### src/rtl/decode_stage.sv
// decode_stage: RV32I instruction decode with a single registered output slot.
//
// Ports
//   clk, rst             rising-edge clock, synchronous active-high reset
//   in_valid/in_ready    handshake from fetch; in_ready = !out_valid || out_ready
//   in_instr, in_pc      instruction word and its address
//   flush                drops the held bundle and any instruction offered this cycle
//   out_valid/out_ready  handshake to execute
//   out_pc               registered in_pc
//   alu_sel              0 add, 1 sub, 2 pass op2, 3 sll, 4 srl, 5 sra,
//                        6 xor, 7 or, 8 and, 9 signed slt
//   imm                  decoded immediate (zero for illegal or R-type)
//   rs1, rs2, rd, funct3 raw instruction fields
//   op1_is_pc, op2_is_imm operand muxing for the ALU
//   reg_write, mem_read, mem_write, branch, jump  control flags
//   illegal              instruction could not be decoded
module decode_stage (
  input  logic        clk,
  input  logic        rst,
  input  logic        in_valid,
  input  logic [31:0] in_instr,
  input  logic [31:0] in_pc,
  output logic        in_ready,
  input  logic        flush,
  output logic        out_valid,
  input  logic        out_ready,
  output logic [31:0] out_pc,
  output logic [3:0]  alu_sel,
  output logic [31:0] imm,
  output logic [4:0]  rs1,
  output logic [4:0]  rs2,
  output logic [4:0]  rd,
  output logic [2:0]  funct3,
  output logic        op1_is_pc,
  output logic        op2_is_imm,
  output logic        reg_write,
  output logic        mem_read,
  output logic        mem_write,
  output logic        branch,
  output logic        jump,
  output logic        illegal
);

  localparam logic [3:0] ALU_ADD  = 4'd0;
  localparam logic [3:0] ALU_SUB  = 4'd1;
  localparam logic [3:0] ALU_PASS = 4'd2;
  localparam logic [3:0] ALU_SLL  = 4'd3;
  localparam logic [3:0] ALU_SRL  = 4'd4;
  localparam logic [3:0] ALU_SRA  = 4'd5;
  localparam logic [3:0] ALU_XOR  = 4'd6;
  localparam logic [3:0] ALU_OR   = 4'd7;
  localparam logic [3:0] ALU_AND  = 4'd8;
  localparam logic [3:0] ALU_SLT  = 4'd9;

  localparam logic [6:0] OPC_LUI    = 7'b0110111;
  localparam logic [6:0] OPC_AUIPC  = 7'b0010111;
  localparam logic [6:0] OPC_JAL    = 7'b1101111;
  localparam logic [6:0] OPC_JALR   = 7'b1100111;
  localparam logic [6:0] OPC_BRANCH = 7'b1100011;
  localparam logic [6:0] OPC_LOAD   = 7'b0000011;
  localparam logic [6:0] OPC_STORE  = 7'b0100011;
  localparam logic [6:0] OPC_OPIMM  = 7'b0010011;
  localparam logic [6:0] OPC_OP     = 7'b0110011;

  localparam logic [6:0] F7_BASE = 7'b0000000;
  localparam logic [6:0] F7_ALT  = 7'b0100000;

  typedef struct packed {
    logic [31:0] pc;
    logic [3:0]  alu;
    logic [31:0] imm;
    logic [4:0]  rs1;
    logic [4:0]  rs2;
    logic [4:0]  rd;
    logic [2:0]  f3;
    logic        op1_pc;
    logic        op2_imm;
    logic        rw;
    logic        mr;
    logic        mw;
    logic        br;
    logic        jp;
    logic        ill;
  } bundle_t;

  function automatic logic [31:0] imm_i(input logic [31:0] ins);
    return {{20{ins[31]}}, ins[31:20]};
  endfunction

  function automatic logic [31:0] imm_s(input logic [31:0] ins);
    return {{20{ins[31]}}, ins[31:25], ins[11:7]};
  endfunction

  function automatic logic [31:0] imm_b(input logic [31:0] ins);
    return {{19{ins[31]}}, ins[31], ins[7], ins[30:25], ins[11:8], 1'b0};
  endfunction

  function automatic logic [31:0] imm_j(input logic [31:0] ins);
    return {{11{ins[31]}}, ins[31], ins[19:12], ins[20], ins[30:21], 1'b0};
  endfunction

  function automatic logic [31:0] imm_u(input logic [31:0] ins);
    return {ins[31:12], 12'b0};
  endfunction

  // Shift amounts are a plain 5-bit count, never sign-extended.
  function automatic logic [31:0] imm_sh(input logic [31:0] ins);
    return {27'b0, ins[24:20]};
  endfunction

  logic [6:0] opcode;
  logic [2:0] f3;
  logic [6:0] f7;
  bundle_t    bundle_d;
  bundle_t    bundle_q;
  logic       valid_d;
  logic       valid_q;
  logic       take_in;

  assign opcode = in_instr[6:0];
  assign f3     = in_instr[14:12];
  assign f7     = in_instr[31:25];

  always_comb begin
    bundle_d         = '0;
    bundle_d.pc      = in_pc;
    bundle_d.rs1     = in_instr[19:15];
    bundle_d.rs2     = in_instr[24:20];
    bundle_d.rd      = in_instr[11:7];
    bundle_d.f3      = f3;
    unique case (opcode)
      OPC_LUI: begin
        bundle_d.alu     = ALU_PASS;
        bundle_d.imm     = imm_u(in_instr);
        bundle_d.op2_imm = 1'b1;
        bundle_d.rw      = 1'b1;
      end
      OPC_AUIPC: begin
        bundle_d.alu     = ALU_ADD;
        bundle_d.imm     = imm_u(in_instr);
        bundle_d.op1_pc  = 1'b1;
        bundle_d.op2_imm = 1'b1;
        bundle_d.rw      = 1'b1;
      end
      OPC_JAL: begin
        bundle_d.alu     = ALU_ADD;
        bundle_d.imm     = imm_j(in_instr);
        bundle_d.op1_pc  = 1'b1;
        bundle_d.op2_imm = 1'b1;
        bundle_d.jp      = 1'b1;
        bundle_d.rw      = 1'b1;
      end
      OPC_JALR: begin
        bundle_d.alu     = ALU_ADD;
        bundle_d.imm     = imm_i(in_instr);
        bundle_d.op2_imm = 1'b1;
        bundle_d.jp      = 1'b1;
        bundle_d.rw      = 1'b1;
        bundle_d.ill     = (f3 != 3'b000);
      end
      OPC_BRANCH: begin
        bundle_d.alu = ALU_SUB;
        bundle_d.imm = imm_b(in_instr);
        bundle_d.br  = 1'b1;
        // funct3 010/011 are unassigned for branches.
        bundle_d.ill = (f3 == 3'b010) || (f3 == 3'b011);
      end
      OPC_LOAD: begin
        bundle_d.alu     = ALU_ADD;
        bundle_d.imm     = imm_i(in_instr);
        bundle_d.op2_imm = 1'b1;
        bundle_d.mr      = 1'b1;
        bundle_d.rw      = 1'b1;
        // LB, LH, LW, LBU, LHU only.
        bundle_d.ill     = (f3 == 3'b011) || (f3 == 3'b110) || (f3 == 3'b111);
      end
      OPC_STORE: begin
        bundle_d.alu     = ALU_ADD;
        bundle_d.imm     = imm_s(in_instr);
        bundle_d.op2_imm = 1'b1;
        bundle_d.mw      = 1'b1;
        // SB, SH, SW only.
        bundle_d.ill     = (f3 > 3'b010);
      end
      OPC_OPIMM: begin
        bundle_d.imm     = imm_i(in_instr);
        bundle_d.op2_imm = 1'b1;
        bundle_d.rw      = 1'b1;
        unique case (f3)
          3'b000: bundle_d.alu = ALU_ADD;
          3'b010: bundle_d.alu = ALU_SLT;
          3'b100: bundle_d.alu = ALU_XOR;
          3'b110: bundle_d.alu = ALU_OR;
          3'b111: bundle_d.alu = ALU_AND;
          3'b001: begin
            bundle_d.alu = ALU_SLL;
            bundle_d.imm = imm_sh(in_instr);
            bundle_d.ill = (f7 != F7_BASE);
          end
          3'b101: begin
            bundle_d.alu = (f7 == F7_ALT) ? ALU_SRA : ALU_SRL;
            bundle_d.imm = imm_sh(in_instr);
            bundle_d.ill = (f7 != F7_BASE) && (f7 != F7_ALT);
          end
          default: bundle_d.ill = 1'b1;  // SLTIU
        endcase
      end
      OPC_OP: begin
        bundle_d.rw = 1'b1;
        if (f7 == F7_BASE) begin
          unique case (f3)
            3'b000: bundle_d.alu = ALU_ADD;
            3'b001: bundle_d.alu = ALU_SLL;
            3'b010: bundle_d.alu = ALU_SLT;
            3'b100: bundle_d.alu = ALU_XOR;
            3'b101: bundle_d.alu = ALU_SRL;
            3'b110: bundle_d.alu = ALU_OR;
            3'b111: bundle_d.alu = ALU_AND;
            default: bundle_d.ill = 1'b1;  // SLTU
          endcase
        end else if (f7 == F7_ALT) begin
          unique case (f3)
            3'b000: bundle_d.alu = ALU_SUB;
            3'b101: bundle_d.alu = ALU_SRA;
            default: bundle_d.ill = 1'b1;
          endcase
        end else begin
          bundle_d.ill = 1'b1;
        end
      end
      default: bundle_d.ill = 1'b1;
    endcase

    // An illegal bundle must not cause any side effect downstream; only the
    // raw register/funct3 fields and pc are kept for trap reporting.
    if (bundle_d.ill) begin
      bundle_d.alu     = ALU_ADD;
      bundle_d.imm     = '0;
      bundle_d.op1_pc  = 1'b0;
      bundle_d.op2_imm = 1'b0;
      bundle_d.rw      = 1'b0;
      bundle_d.mr      = 1'b0;
      bundle_d.mw      = 1'b0;
      bundle_d.br      = 1'b0;
      bundle_d.jp      = 1'b0;
    end

    // Writes to x0 are architecturally discarded.
    if (bundle_d.rd == 5'd0) begin
      bundle_d.rw = 1'b0;
    end
  end

  assign in_ready = !valid_q || out_ready;
  assign take_in  = in_valid && in_ready && !flush;

  always_comb begin
    valid_d = valid_q;
    if (flush) begin
      valid_d = 1'b0;
    end else if (in_valid && in_ready) begin
      valid_d = 1'b1;
    end else if (out_ready) begin
      valid_d = 1'b0;
    end
  end

  // Output register stage
  always_ff @(posedge clk) begin
    if (rst) begin
      valid_q  <= 1'b0;
      bundle_q <= '0;
    end else begin
      valid_q <= valid_d;
      if (take_in) begin
        bundle_q <= bundle_d;
      end
    end
  end

  assign out_valid  = valid_q;
  assign out_pc     = bundle_q.pc;
  assign alu_sel    = bundle_q.alu;
  assign imm        = bundle_q.imm;
  assign rs1        = bundle_q.rs1;
  assign rs2        = bundle_q.rs2;
  assign rd         = bundle_q.rd;
  assign funct3     = bundle_q.f3;
  assign op1_is_pc  = bundle_q.op1_pc;
  assign op2_is_imm = bundle_q.op2_imm;
  assign reg_write  = bundle_q.rw;
  assign mem_read   = bundle_q.mr;
  assign mem_write  = bundle_q.mw;
  assign branch     = bundle_q.br;
  assign jump       = bundle_q.jp;
  assign illegal    = bundle_q.ill;

endmodule

### config.mk
export PLATFORM = sky130hd
export DESIGN_NAME = decode_stage
export DESIGN_NICKNAME = d
export VERILOG_FILES = /design/src/rtl/decode_stage.sv
export SDC_FILE = /design/constraint.sdc
export NUM_CORES = 1
export LEC_CHECK = 0
export ABC_AREA = 1
export BUFFER_PORTS_ARGS = -buffer_cell sky130_fd_sc_hd__buf_2
export CAP_MARGIN = 5
export CORE_MARGIN = 2
export CORE_UTILIZATION = 44
export DETAILED_ROUTE_END_ITERATION = 12
export GPL_TIMING_DRIVEN = 0
export PLACE_DENSITY = 0.77
export REMOVE_ABC_BUFFERS = 1
export SYNTH_ARGS = -nofsm -noshare
export SYNTH_HDL_FRONTEND = slang
export SYNTH_SLANG_ARGS = --single-unit
export TNS_END_PERCENT = 10
### constraint.sdc
create_clock -name clk -period 1.35 [get_ports clk]
set_input_delay 0.0675 -clock clk [delete_from_list [all_inputs] [get_ports clk]]
set_output_delay 0.0675 -clock clk [all_outputs]
set_load 0.05 [all_outputs]
==> metrics <==
status finished, violations left; failing checks negative setup slack; Setup WS pre-CTS -0.8554 ns; utilization after layout 0.6978; Reg clk slew, reported paths 0.13 ns; Final min period 1.514 ns; first-pass GRT wire length 26610 µm; clock sinks 95; grt ovf 0; area leader, netlist dfxtp_1; Starting Density 0.4499; layout cells sized above 1 0.3687; pwr/cell area 955.2 mW/mm²; hold_ws 0.03324 ns; Die ar. 0.01071 mm²; startpoint types flip-flop; critical path data required time 1.63 ns; initial antenna violation count 0; final layout net count 940; residual DRC count 0; Worst-Margin Slew 0.5928 ns; Die X 103.5 µm; drt via density 5.629; CTS H-tree lvls 3; Iteration-0 DRC Markers 596; number of buffers created by CTS 9; Hold Crit Class input port to flip-flop; synthesis-to-finish area growth 55.11%; CP most frequent cell nor2_1; CP cell instances inv_2 -> nor2_4 -> nor3_4 -> buf_12 -> buf_16 -> clkinv_16 -> clkbuf_16 -> nor2_1 -> nor2_1; most frequent cells in the layout buf_2, nand2_1, dfxtp_1; io pins 165; final worst slack -0.1644 ns; vias 5680; CTS Root Cell clkbuf_8; final period utilization 1.122; Worst-Skew Late Latency 0.39 ns; Post-Syn Area 0.004357 mm²; post-synthesis sequential area ratio 0.4365; Final setup viols 91; Max Slew Vio Count 0; drt pass-1 iters 5; final hold vios 0; max cap viols 0; Worst path max stage delay 0.35 ns; flip-flop and latch count after synthesis 95; Total GRT Usage 0.3082; core box area 0.009684 mm²; Port-buffer cells 164; Synth Area per Inst 6.723 µm²; Filler Cell Count 673; Pwr Total 6.455 mW; per-cell routed wire length 18.98 µm; Synth area leaders dfxtp_1, nand2_1, nor2_1, a21oi_1, o21ai_0; CP Capture Type flip-flop; placer's final routability congestion estimate 0.8871; die height 103.5 µm; Detail Placement HPWL 8411 µm; Setup CP Type flip-flop to flip-flop; synth warn 0; Lkg Pwr 3.080 nW; routed wire length 19150 µm; Total Neg Setup Slack -7.732 ns; largest net degree at the start of global routing 44; diode count 0; multi-input logic area 0.002496 mm²; VDD IR max 0.5077 mV; Synth Instances 648; Slowest cell on crit path dfxtp_2; Row Count 36; unrepaired setup endpoints after global routing yes; register area 0.001903 mm²; post-route clock skew 0.02489 ns; CTS tree yes; top-area cell type share of the netlist area 0.4365; critical path peak fanout 13; relative slew slack 0.6048; vias in the first global route 5172; max frequency 660.3 MHz; antenna-violating nets left 0; WP data arrival 1.80 ns; commonest non-fill, non-tap cell in the layout buf_2; Cell variety after synth 27; CTS Buffer Depth 2
## final cells by class
type	instances	share of cell area
repair buffers	239	0.2625
multi-input cells	480	0.3694
repair inverters	3	0.003888
clock buffers	9	0.01833
well taps	133	0.02463
clock inverters	7	0.01092
inverters	43	0.02870
flip-flops and latches	95	0.2816
## power breakdown
group          internal (mW)  leakage [nW]  switching (mW)
clock network          0.728        0.0942            1.20
registers               2.92         0.776          0.0716
logic                  0.508          2.21            1.03
## cells in the mapped netlist
cell and count:
a211oi_1 1, a21oi_1 78, a31oi_1 2, buf_1 4, buf_2 5, buf_4 1
buf_6 5, clkbuf_1 20, clkinv_2 2, dfxtp_1 95, inv_1 35, inv_2 6
nand2_1 159, nand2_2 6, nand2_4 4, nand3_1 16, nand3_2 3, nand3b_1 2
nand4_1 1, nor2_1 130, nor2_2 5, nor2_4 1, nor2_8 1, nor3_2 1
o211ai_1 1, o21ai_0 63, o31ai_1 1
## worst max-delay path: cells and delay by family (launching register included)
kind / cells / cell delay (ns)
buffers and inverters: 5 / 0.63
DFF: 1 / 0.35
and+or+nand+nor: 4 / 0.41
## cells by family after synthesis
logic type	after synthesis	synth area share
AND/OR/NAND/NOR	329	0.3148
AO/OA/AOI/OAI	146	0.1700
flip-flops	95	0.4365
buffers and inverters	78	0.07869
## path summary, 6_finish.rpt
| check | slack, ns | start | to | cells after the start |
|---|---|---|---|---|
| setup / recovery | -0.16 | out_valid | out_pc[4] | 9 |
| hold / removal | 0.03 | in_instr[29] | imm[9] | 5 |
| setup reg to reg | -0.16 | out_valid | out_pc[4] | 9 |
| hold reg to reg | 0.47 | alu_sel[2] | alu_sel[2] | 2 |
## routing by layer
| layer | routed length [µm] | GRT usage |
|---|---|---|
| met2 | 8751 | 0.4962 |
| met1 | 7344 | 0.3723 |
| met4 | 1069 | 0.1728 |
| met5 | 0 | 0 |
| met3 | 1980 | 0.08496 |
## metrics by stage
step	area, µm²	instances
6_report	6758	1009
5_1_grt	6758	1009
4_1_cts	6370	998
3_5_place_dp	5234	913
3_3_place_gp	5165	910
2_1_floorplan	4178	613
## registers in the layout, summed over array words and instances, names as in the netlist, 3 cells and up
name,count
funct3,3
rs2,5
out_pc,32
rs1,5
alu_sel,4
rd,5
imm,32
## repair_timing
item,in CTS,in global routing
buffers inserted,11,9
resized for setup,70,71
hold endpoints to repair,47,0
pin swaps,6,11
endpoints found under the setup margin,94,95
gates cloned,11,3
hold buffers,47,0
(Power assumes the default switching activity.)
